## src/rtl/memory_reader_pkg.sv

```systemverilog
// memory_reader_pkg: shared types for the memory_reader streaming read engine.
//   reader_state_t - FSM states: idle, reading (capturing words), draining (waiting for the
//                    final beat to be accepted downstream).
package memory_reader_pkg;

  typedef enum logic [1:0] {
    StIdle,
    StRead,
    StDrain
  } reader_state_t;

endpackage

```

## src/rtl/stream_skid_fifo.sv

```systemverilog
// stream_skid_fifo: 2-entry FIFO that decouples bank capture from the output handshake.
// Ports:
//   clk, rst_n - clock, asynchronous active-low reset (flushes contents, head reads 0)
//   push       - write push_data this cycle (dropped if full and not popping)
//   push_data  - entry to write
//   full       - both entries occupied
//   pop        - remove the head entry this cycle (ignored if empty)
//   head       - oldest entry
//   empty      - no entries held
// A push and a pop in the same cycle are both honoured, including when full.
module stream_skid_fifo #(
  parameter int unsigned WIDTH = 17
) (
  input  logic             clk,
  input  logic             rst_n,
  input  logic             push,
  input  logic [WIDTH-1:0] push_data,
  output logic             full,
  input  logic             pop,
  output logic [WIDTH-1:0] head,
  output logic             empty
);

  logic [WIDTH-1:0] entry0_q, entry1_q;
  logic             wr_ptr_q, rd_ptr_q;
  logic [1:0]       count_q, count_d;
  logic             do_push, do_pop;

  assign full  = (count_q == 2'd2);
  assign empty = (count_q == 2'd0);

  assign do_pop  = pop & ~empty;
  // When full, the slot being written is the one popped this cycle.
  assign do_push = push & (~full | do_pop);

  assign head = rd_ptr_q ? entry1_q : entry0_q;

  always_comb begin
    count_d = count_q;
    unique case ({do_push, do_pop})
      2'b10:   count_d = count_q + 2'd1;
      2'b01:   count_d = count_q - 2'd1;
      default: count_d = count_q;
    endcase
  end

  always_ff @(posedge clk or negedge rst_n) begin
    if (!rst_n) begin
      entry0_q <= '0;
      entry1_q <= '0;
      wr_ptr_q <= 1'b0;
      rd_ptr_q <= 1'b0;
      count_q  <= 2'd0;
    end else begin
      if (do_push) begin
        if (wr_ptr_q) begin
          entry1_q <= push_data;
        end else begin
          entry0_q <= push_data;
        end
        wr_ptr_q <= ~wr_ptr_q;
      end
      if (do_pop) begin
        rd_ptr_q <= ~rd_ptr_q;
      end
      count_q <= count_d;
    end
  end

endmodule

```

## src/rtl/memory_reader.sv

```systemverilog
// memory_reader: streaming read engine for a memory_cell bank.
// On start it walks `length` consecutive addresses from base_addr (wrapping modulo DEPTH),
// captures each combinational read word and streams the words out on a valid/ready
// interface with a last flag; done pulses for one cycle after the final beat is accepted.
// Ports:
//   clk, rst_n          - clock, asynchronous active-low reset (abandons any transfer)
//   start               - request a transfer (only honoured while idle)
//   base_addr, length   - first address and word count, sampled with start
//   busy                - engine not idle
//   done                - one-cycle completion pulse
//   mem_addr, mem_data  - bank address out, combinational bank read data in
//   out_data, out_last  - stream word and end-of-transfer marker
//   out_valid, out_ready- stream handshake
module memory_reader
  import memory_reader_pkg::*;
#(
  parameter int unsigned DEPTH    = 2,
  parameter int unsigned BIT_SIZE = 16,
  localparam int unsigned AW      = $clog2(DEPTH)
) (
  input  logic                clk,
  input  logic                rst_n,
  input  logic                start,
  input  logic [AW-1:0]       base_addr,
  input  logic [AW:0]         length,
  output logic                busy,
  output logic                done,
  output logic [AW-1:0]       mem_addr,
  input  logic [BIT_SIZE-1:0] mem_data,
  output logic [BIT_SIZE-1:0] out_data,
  output logic                out_last,
  output logic                out_valid,
  input  logic                out_ready
);

  reader_state_t state_q, state_d;
  logic [AW-1:0] addr_q, addr_d;
  logic [AW:0]   remaining_q, remaining_d;
  logic          done_q, done_d;

  logic              fifo_full, fifo_empty;
  logic              pop, capture, last_word;
  logic [BIT_SIZE:0] fifo_head;

  assign pop       = out_valid & out_ready;
  assign last_word = (remaining_q == (AW+1)'(1));
  // Capture whenever the FIFO has room, counting a slot freed by this cycle's pop.
  assign capture   = (state_q == StRead) & (~fifo_full | pop);

  stream_skid_fifo #(
    .WIDTH (BIT_SIZE + 1)
  ) u_fifo (
    .clk       (clk),
    .rst_n     (rst_n),
    .push      (capture),
    .push_data ({mem_data, last_word}),
    .full      (fifo_full),
    .pop       (pop),
    .head      (fifo_head),
    .empty     (fifo_empty)
  );

  assign out_valid = ~fifo_empty;
  assign out_data  = fifo_head[BIT_SIZE:1];
  assign out_last  = fifo_head[0];
  assign mem_addr  = addr_q;
  assign busy      = (state_q != StIdle);
  assign done      = done_q;

  always_comb begin
    state_d     = state_q;
    addr_d      = addr_q;
    remaining_d = remaining_q;
    done_d      = 1'b0;
    unique case (state_q)
      StIdle: begin
        if (start) begin
          if (length == '0) begin
            done_d = 1'b1;
          end else begin
            addr_d      = base_addr;
            remaining_d = length;
            state_d     = StRead;
          end
        end
      end
      StRead: begin
        if (capture) begin
          addr_d      = (addr_q == AW'(DEPTH - 1)) ? '0 : addr_q + AW'(1);
          remaining_d = remaining_q - (AW+1)'(1);
          if (last_word) begin
            state_d = StDrain;
          end
        end
      end
      StDrain: begin
        if (pop && out_last) begin
          state_d = StIdle;
          done_d  = 1'b1;
        end
      end
      default: state_d = StIdle;
    endcase
  end

  always_ff @(posedge clk or negedge rst_n) begin
    if (!rst_n) begin
      state_q     <= StIdle;
      addr_q      <= '0;
      remaining_q <= '0;
      done_q      <= 1'b0;
    end else begin
      state_q     <= state_d;
      addr_q      <= addr_d;
      remaining_q <= remaining_d;
      done_q      <= done_d;
    end
  end

endmodule

```

## config.mk

```make
export PLATFORM = sky130hd
export DESIGN_NAME = memory_reader
export DESIGN_NICKNAME = d
export VERILOG_FILES = /design/src/rtl/memory_reader_pkg.sv /design/src/rtl/stream_skid_fifo.sv /design/src/rtl/memory_reader.sv
export SDC_FILE = /design/constraint.sdc
export NUM_CORES = 1
export LEC_CHECK = 0
export BUFFER_PORTS_ARGS = -buffer_cell sky130_fd_sc_hd__buf_2
export CORE_MARGIN = 8
export CORE_UTILIZATION = 45
export CTS_CLUSTER_SIZE = 25
export DETAILED_ROUTE_END_ITERATION = 10
export PLACE_DENSITY = 0.74
export SYNTH_ARGS = -nofsm -noshare
export SYNTH_HDL_FRONTEND = slang
export SYNTH_HIERARCHICAL = 1
export SYNTH_SLANG_ARGS = --single-unit
```

## constraint.sdc

```tcl
create_clock -name clk -period 2.2 [get_ports clk]
set_clock_uncertainty 0.15 [all_clocks]
set_input_delay 0.44 -clock clk [delete_from_list [all_inputs] [get_ports clk]]
set_output_delay 0.44 -clock clk [all_outputs]
set_load 0.1 [all_outputs]
```

======== Word level (Yosys, flattened, before mapping) ========
Cells that the tools add are included.
storage, ports and cells
  bits in registers ....................... 44
  input bits .............................. 23
cells by class
  add/sub/neg operators ................... 4
  reduce and logical (&&, ||, !) cells .... 11
  eq/ne operators ......................... 11
  bitwise operators ....................... 10
  muxes and demuxes ....................... 21
operator list
  kind                                                                 number
  17-bit two-way mux                                                   1
  2-bit two-way mux                                                    8
  2-bit != test (second input constant)                                4
  2-bit case mux with 2 select lines                                   2
  1-bit two-way mux                                                    7
  2-bit by 1-bit == test with 1-bit output (second input constant)     3
  2-bit == test (second input constant)                                3
  2-bit zero test                                                      3
  2-bit case mux with 3 select lines                                   1
  2-bit nonzero test                                                   3
  5-bit AND reduction                                                  1
  1-bit bitwise AND                                                    4
  1-bit inverter                                                       4
  1-bit case mux with 2 select lines                                   2
  2-bit AND reduction                                                  2
  4-bit AND reduction                                                  1
  2-bit by 1-bit subtractor with 2-bit output (second input constant)  2
  2-bit by 1-bit adder with 2-bit output (second input constant)       1
  2-bit by 1-bit != test with 1-bit output (second input constant)     1
  1-bit bitwise OR                                                     2
  1-bit adder (second input constant)                                  1
  1-bit logical AND                                                    1

======== Longest topological paths before layout ========
Gate-level depths: netlist of the first run.
  word-level depth ........................ 8
  depth in mapped cells ................... 8
  mapped depth without buffers ............ 6

======== By module ========
The synthesis of the first run kept the hierarchy.
by module, submodules not included
  module            area each (um^2)  instances  sequential area each (um^2)  cells each
  stream_skid_fifo  1791.7            1          950.9                        116
  memory_reader     426.7             1          150.1                        43

======== Worst setup path after synthesis of the first run ========
Ideal clock, no wire load.
  path kind ............................... reg-to-reg
  from .................................... register u_fifo.count_q[0]
  to ...................................... register u_fifo.entry0_q[10]
  period minus slack after synthesis ...... 2.235 ns
  data required time ...................... 1.925 ns
  buffers on the path ..................... 2
  arrival time ............................ 1.960 ns
  slack ................................... -0.035 ns
  cell stages (with the launch flop) ...... 9
  setup time .............................. 0.125 ns
  path through ............................ dfrtp_1 -> buf_2 -> nor2_1 -> nand2b_2 -> a21oi_4 -> inv_2 -> nor3_4 -> buf_12 -> mux2_4
between the ends
  longest elaborated chain between the ends .. 7
  elaborated cells on any way between the ends .. 11
RTL lines
  item                                  line                    RTL
  from (decl)                           stream_skid_fifo.sv:26  logic [1:0] count_q, count_d;
  from (signal assigned)                stream_skid_fifo.sv:66  count_q <= count_d;
  2-bit zero test                       stream_skid_fifo.sv:30  assign empty = (count_q == 2'd0);
  via fifo_empty                        memory_reader.sv:41     logic fifo_full, fifo_empty;
  1-bit inverter                        memory_reader.sv:63     assign out_valid = ~fifo_empty;
  1-bit bitwise AND                     memory_reader.sv:45     assign pop = out_valid & out_ready;
  1-bit bitwise OR                      memory_reader.sv:48     assign capture = (state_q == StRead) & (~fifo_full | pop);
  1-bit bitwise AND                     memory_reader.sv:48
  via capture                           memory_reader.sv:42     logic pop, capture, last_word;
  1-bit bitwise AND                     stream_skid_fifo.sv:34  assign do_push = push & (~full | do_pop);
  2-bit AND reduction (no source line)  -
  to (signal assigned)                  stream_skid_fifo.sv:59  entry0_q <= push_data;
  to (decl)                             stream_skid_fifo.sv:24  logic [WIDTH-1:0] entry0_q, entry1_q;
The timed path passes the listed nets, and every way through them passes these cells.
A chain may end at the register's enable or synchronous reset.

======== Final worst setup path of the first run ========
  from .................................... register u_fifo.count_q[1]
  to ...................................... register u_fifo.entry1_q[1]
between the ends
  longest elaborated chain between the ends .. 7
  elaborated cells on any way between the ends .. 11
RTL lines
  item                                                          line                                         RTL
  2-bit zero test (*)                                           stream_skid_fifo.sv:30
  via fifo_empty                                                memory_reader.sv:41
  1-bit inverter (*)                                            memory_reader.sv:63
  1-bit bitwise AND (*)                                         memory_reader.sv:45
  via pop                                                       memory_reader.sv:42
  1-bit bitwise OR / 1-bit bitwise AND (equally long branches)  memory_reader.sv:48, stream_skid_fifo.sv:32
  1-bit bitwise AND / 1-bit bitwise OR (equally long branches)  memory_reader.sv:48, stream_skid_fifo.sv:34
  1-bit bitwise AND (*)                                         stream_skid_fifo.sv:34
  2-bit AND reduction (no source line) (*)                      -
  to (signal assigned)                                          stream_skid_fifo.sv:57                       entry1_q <= push_data;
  to (decl)                                                     stream_skid_fifo.sv:24
The timed path passes the listed nets; every way through them passes the cells marked *.

==> metrics.yaml, run 1 <==
outcome: "finished clean"
critical_path_required_ns: 2.23
antennaDiodeCount: 0
cp_max_fo: 8
grt_pass1_vias: 1585
synthFlopType: "dfrtp_1"
max_slew.worst_pin.slew_ns: 0.5571
place_hpwl_um: 3149
drtIter0Drc: 130
cpMaxStageDelayCell: "dfrtp_1"
numCtsBuffers: 5
avgRoutedWirePerCell_um: 16.16
cts-root-to-sink-buffers: 2
htreeDepth: 2
syn2layout_area_growth_pct: 31.13
grt_pass1_wl_um: 7790
grt_max_degree: 45
setup_tns_ns: 0
ys_ff_latch: 44
yosysSeqAreaShare_pct: 49.63
worstSetupStartpointType: "register"
io_buffers: 43
routabilityCongestion: 0.7821
drt_pass1_iterations: 4
reg2reg_setup_slack_ns: 0.11
drt-total-wl_um: 4540
clk_pin_slew_worst_paths_ns: 0.08
synthDistinctLibCells: 41
grt_use_total_pct: 13.09
drc: 0
place_ws_ns: -0.02330
cts_tree: "built"
synth_fp_nets: 183
yosysWarnings: 6
hold_viol_final: 0
fmax_mhz: 477.6
crit_chain: "nor2_1 -> nand2b_2 -> inv_1 -> nor3b_4 -> nor2_4 -> buf_4 -> mux2_4"
synth_top_cell_area_share_pct: 49.63
setup_viol: 0
maxCapViolCount: 0
vias: 1418
die_w_um: 86.21
final_core_util_pct: 61.18
start_util_pct: 46.66
insertion_delay_ns: 0.29
path_class: "register to register"
vias_per_cell: 5.046
fin_nets: 237
row_count: 25
synth-edff-count: 0
grt_overflow: 0
fp.coreArea_um2: 4755
critPathMaxStageDelay_ns: 0.46
ios: 44
synth_area_leaders: "dfrtp_1 (50%), mux2_2 (16%), mux2_4 (13%)"
rsz0062_at_grt: "false"
cts_sinks: 44
crit_arrival_ns: 2.12
ctsHoldBuffers: 0
die_y_um: 86.21
syn_area_per_cell_um2: 13.95
synth_cells: 159
hold_ws_ns: 0.07179
maxSlewHeadroom_pct: 62.86
synthArstFlopShare_pct: 100.0
antenna_found_initial: 0
root_buffer: "clkbuf_8"
setup_ws_ns: 0.1061
die_area_um2: 7432
finalMaxSlewViolations: 0
end_kind: "register"
drive_gt1_share_pct: 57.01
final.fill_count: 380
ant_nets: 0
hp-class: "primary input to asynchronous set/reset pin"
syn_area_um2: 2218
period_minus_slack_ns: 2.094
finalCritPeriodShare_pct: 95.18
synth_top_cell_by_area: "dfrtp_1"
==> per-layer routing <==
layer | up-vias | share of wire, % | track usage [%]
li1 | 672 | - | -
met1 | 699 | 46 | 17.04
met2 | 44 | 48 | 20.57
met3 | 3 | 5.6 | 3.970
met4 | 0 | 0.68 | 3.443
met5 | - | 0 | 0
==> kinds of logic after synthesis <==
family	synth area share [%]
xor gates and xnor gates	0.7898
and+or+nand+nor	8.799
buffers and inverters	3.609
muxes	30.01
AOI/OAI and AO/OA	6.600
DFF	49.63
adders and majority gates	0.5639
==> state kept, by name, summed over array words and instances, names as in the netlist <==
name and flops:
u_fifo/rd_ptr_q 1, u_fifo/entry0_q 17, state_q 2, remaining_q 2
u_fifo/entry1_q 17, done 1, u_fifo/wr_ptr_q 1, mem_addr 1
u_fifo/count_q 2
==> cell usage after synthesis, types with 2 or more instances <==
cell type and n:
a41oi_1 2, mux2_2 32, o21ai_0 2, dfrtp_1 44
a21oi_1 4, inv_1 4, nand2_1 8, buf_2 3
mux2i_1 2, nor2_1 3, nor3b_1 2, buf_6 2
nor2_4 2, a211oi_1 2, mux2_4 19, o211ai_1 2
nor3_1 2
==> timing repair <==
action,CTS,global route
gates resized for setup,0,0
buffers inserted,2,0
endpoints found under the setup margin,7,0
==> final timing paths <==
path | startpoint | cells past startpoint | endpoint
worst max-delay path | u_fifo/count_q[1]$_DFFE_PN0P_ | 7 | u_fifo/entry1_q[1]$_DFFE_PN0P_
worst min-delay path | rst_n | 2 | u_fifo/entry0_q[12]$_DFFE_PN0P_
min in group clk | mem_data[11] | 2 | u_fifo/entry0_q[12]$_DFFE_PN0P_
worst max register to register | u_fifo/count_q[1]$_DFFE_PN0P_ | 7 | u_fifo/entry1_q[1]$_DFFE_PN0P_
worst min register to register | u_fifo/entry0_q[6]$_DFFE_PN0P_ | 1 | u_fifo/entry0_q[6]$_DFFE_PN0P_
max in group asynchronous | rst_n | 2 | u_fifo/entry1_q[6]$_DFFE_PN0P_
==> worst max-delay path, delay by kind of cell, from the launching register on <==
kind | cells | cell delay (ns)
flops | 1 | 0.46
buf+inv | 2 | 0.30
simple gates | 4 | 0.76
mux | 1 | 0.30
==> placed cells by master (no fill, tap or decap), types with 3 or more instances in the layout <==
master / n
mux2_2: 32
buf_12: 19
dfrtp_1: 44
nor2_1: 3
buf_4: 9
buf_2: 26
clkbuf_8: 6
a21oi_1: 4
mux2_4: 19
nand2_1: 8
inv_1: 4
==> stage by stage <==
step	instances	area, µm²
after floorplan	159	2218
after global placement	271	2791
after detailed placement	271	2791
after CTS	281	2909
after global routing	281	2909
final	281	2909
==> cell type report <==
cell class / instances / area (µm²) / area share [%]
tap: 67 / 83.83 / 2.882
multi-input combinational: 103 / 1037 / 35.66
sequential: 44 / 1101 / 37.85
inverter: 5 / 18.77 / 0.6452
clock buffer: 8 / 90.09 / 3.097
timing repair buffer: 54 / 578.1 / 19.87
Power of run 1 is left out: the tool's default activity adds up to more than one toggle a clock period on the data nets, which glitch-free logic cannot reach.
==> run 2, diff against run 1 <==
Settings changed: PLACE_DENSITY 0.74 to 0.71.
Clock period 2.2 ns to 2.4 ns, I/O delays scaled along.
==> metrics.yaml, run 2 (synthesis gave the netlist of run 1 again) <==
outcome: "finished clean"
die_y_um: 86.21
ctsResizeCount: 0
syn2layout_area_growth_pct: 32.21
maxSlewHeadroom_pct: 56.25
drive_gt1_share_pct: 57.94
maxCapViolCount: 0
insertion_delay_ns: 0.29
path_class: "register to output port"
die_w_um: 86.21
fin_nets: 237
hold_ws_ns: 0.05544
place_ws_ns: 0.1742
postCtsSetupRepairBufs: 0
cts-root-to-sink-buffers: 2
grt_pass1_vias: 1523
worstSetupStartpointType: "register"
ant_nets: 0
cts_tree: "built"
drtIter0Drc: 74
finalMaxSlewViolations: 0
crit_arrival_ns: 1.66
vias_per_cell: 4.986
antenna_found_initial: 0
reg2reg_setup_slack_ns: 0.16
multi_input_area_um2: 1037
numCtsBuffers: 5
final_cell_mix: "dfrtp_1 (44), mux2_2 (32), buf_2 (26)"
avgRoutedWirePerCell_um: 15.41
fmax_mhz: 437.6
period_minus_slack_ns: 2.285
setup_viol: 0
die_area_um2: 7432
io_buffers: 43
drt-total-wl_um: 4331
end_kind: "output port"
row_count: 25
drt_pass1_iterations: 4
antennaDiodeCount: 0
vias: 1401
critical_path_required_ns: 1.77
cp_max_fo: 13
final.fill_count: 378
cts_sinks: 44
drc: 0
setup_tns_ns: 0
hold_viol_final: 0
grt_use_total_pct: 12.63
root_buffer: "clkbuf_8"
clk_pin_slew_worst_paths_ns: 0.08
mostFrequentLayoutCell: "dfrtp_1"
top_regs: "u_fifo/entry0_q x17, u_fifo/entry1_q x17"
hp-class: "primary input to asynchronous set/reset pin"
ctsHoldBuffers: 0
final_core_util_pct: 61.68
ios: 44
fp.coreArea_um2: 4755
finalCritPeriodShare_pct: 95.23
grt_overflow: 0
htreeDepth: 2
rsz0062_at_grt: "false"
routabilityCongestion: 0.7671
place_hpwl_um: 3186
setup_ws_ns: 0.1146
grt_max_degree: 32
regArea_um2: 1101
max_slew.worst_pin.slew_ns: 0.6563
start_util_pct: 46.66
grt_pass1_wl_um: 7389
==> run 2: cell types whose count changed in the layout (fill, tap and decap cells not counted) <==
cell       delta
buf_12        -1
buf_4         +1
bufinv_16     +1
clkbuf_1      -2
clkbuf_8      +1
==> run 2: layout make-up <==
cell class | instances | share of cell area, %
multi-input cells | 103 | 35.37
repair buffers | 54 | 19.28
clock inverters | 1 | 1.024
clock buffers | 7 | 3.285
flip-flops and latches | 44 | 37.54
inverters | 5 | 0.6399
well taps | 67 | 2.858
==> run 2: stage by stage <==
stage | area [µm²] | std cells
after CTS | 2933 | 281
after global placement | 2806 | 273
after detailed placement | 2806 | 273
after floorplan | 2218 | 159
after global routing | 2933 | 281
final | 2933 | 281
==> run 2: final timing paths <==
kind                                           startpoint                              end  cells past startpoint
setup / recovery              u_fifo/rd_ptr_q$_DFFE_PN0P_                         out_last                      3
hold / removal                                      rst_n   u_fifo/entry1_q[6]$_DFFE_PN0P_                      1
setup reg to reg            u_fifo/count_q[1]$_DFFE_PN0P_   u_fifo/entry0_q[3]$_DFFE_PN0P_                      7
hold reg to reg            u_fifo/entry0_q[1]$_DFFE_PN0P_   u_fifo/entry0_q[1]$_DFFE_PN0P_                      1
max in group asynchronous                           rst_n  u_fifo/entry0_q[14]$_DFFE_PN0P_                      2
min in group clk                              mem_data[2]   u_fifo/entry1_q[3]$_DFFE_PN0P_                      2
==> run 2: layer usage <==
metal	track usage [%]	vias up	share of wire [%]
met5	0	-	0
li1	-	670	-
met3	3.497	7	3.8
met2	19.87	26	48
met1	15.77	698	46
met4	5.634	0	1.8
==> run 2: critical path, stage by stage, from the launching register on <==
cell     delay (ns)
dfrtp_1        0.49
buf_4          0.28
mux2_2         0.41
buf_12         0.18
Power of run 2 is left out for the same reason.
==> run 3, diff against run 2 <==
Clock period 2.4 ns to 2.93 ns, I/O delays scaled along.
==> metrics.yaml, run 3 (synthesis gave the netlist of run 1 again) <==
fp.coreArea_um2: 4755
root_buffer: "clkbuf_8"
outcome: "finished clean"
place_hpwl_um: 3041
insertion_delay_ns: 0.30
ctsResizeCount: 0
end_kind: "output port"
ctsHoldBuffers: 0
setup_viol: 0
fmax_mhz: 404.9
mostFrequentLayoutCell: "dfrtp_1"
ios: 44
antenna_found_initial: 0
postCtsSetupRepairBufs: 0
vias: 1364
die_y_um: 86.21
die_area_um2: 7432
period_minus_slack_ns: 2.470
drt_pass1_iterations: 4
cts_sinks: 44
final.fill_count: 421
syn2layout_area_growth_pct: 17.60
regArea_um2: 1101
vias_per_cell: 4.960
cp_max_fo: 7
crit_arrival_ns: 1.73
finalCritPeriodShare_pct: 84.29
ant_nets: 0
rsz0062_at_grt: "false"
clk_pin_slew_worst_paths_ns: 0.09
maxCapViolCount: 0
path_class: "register to output port"
grt_use_total_pct: 11.57
multi_input_area_um2: 1037
hold_viol_final: 0
htreeDepth: 2
grt_overflow: 0
numCtsBuffers: 5
fin_area_um2: 2609
grt_use_met2_pct: 17.63
drive_gt1_share_pct: 56.73
die_w_um: 86.21
antennaDiodeCount: 0
row_count: 25
top_regs: "u_fifo/entry0_q x17, u_fifo/entry1_q x17"
grt_pass1_wl_um: 6775
final_cell_mix: "dfrtp_1 (44), buf_2 (43), mux2_2 (32)"
worstSetupStartpointType: "register"
drc: 0
io_buffers: 43
setup_tns_ns: 0
routabilityCongestion: 0.7673
cts-root-to-sink-buffers: 2
finalMaxSlewViolations: 0
cts_tree: "built"
max_slew.worst_pin.slew_ns: 0.9606
drt-total-wl_um: 4131
drtIter0Drc: 42
fin_nets: 231
start_util_pct: 46.66
maxSlewHeadroom_pct: 35.96
top_usage_layer: "met2"
final_core_util_pct: 54.87
met3_usage_pct: 4.537
hp-class: "primary input to asynchronous set/reset pin"
critical_path_required_ns: 2.19
grt.met1_usage_pct: 14.62
grt_pass1_vias: 1416
placed_cell_area_um2: 2494
grt_max_degree: 45
avgRoutedWirePerCell_um: 15.02
==> run 3: cell count changes in the layout (fill, tap and decap cells not counted), sizes merged <==
| cell | delta |
|---|---|
| inv | +1 |
| clkinvlp | +1 |
| buf | -6 |
| clkbuf | -2 |
==> run 3: final timing paths <==
kind / startpoint / to / slack, ns / cells after the start
worst min register to register: u_fifo/entry1_q[12]$_DFFE_PN0P_ / u_fifo/entry1_q[12]$_DFFE_PN0P_ / 0.36 / 1
min in group clk: u_fifo/entry1_q[12]$_DFFE_PN0P_ / u_fifo/entry1_q[12]$_DFFE_PN0P_ / 0.36 / 1
worst max-delay path: u_fifo/rd_ptr_q$_DFFE_PN0P_ / out_last / 0.46 / 3
worst min-delay path: rst_n / u_fifo/entry1_q[6]$_DFFE_PN0P_ / 0.28 / 1
worst max register to register: u_fifo/count_q[0]$_DFFE_PN0P_ / u_fifo/entry0_q[15]$_DFFE_PN0P_ / 0.48 / 7
max in group asynchronous: rst_n / u_fifo/entry1_q[10]$_DFFE_PN0P_ / 1.75 / 1
==> run 3: worst max-delay path: stages, from the launching register on <==
cell and delay (ns):
dfrtp_1 0.52, buf_4 0.24, mux2_2 0.37, buf_2 0.30
==> run 3: area by class of cell <==
class                   count  area share, %
clock buffers               5          2.638
clock inverters             3          1.775
inverters                   5         0.7194
multi-input cells         103          39.76
flip-flops and latches     44          42.21
well taps                  67          3.213
repair buffers             48          9.688
==> run 3: routing by layer <==
metal	vias up	part of all wire, %
met5	-	0
met4	0	1.2
met3	6	5.4
met2	23	45
met1	666	48
li1	669	-
==> run 3: through the flow <==
stage          worst slack, ns  std cells  hold WS (ns)
4_1_cts                 0.4372        275        0.3133
3_3_place_gp            0.5603        267        0.3342
3_5_place_dp            0.4854        267        0.3401
6_report                0.4603        275        0.2836
5_1_grt                 0.3275        275        0.3643
2_1_floorplan           0.6948        159        0.1404
Power of run 3 is left out for the same reason.
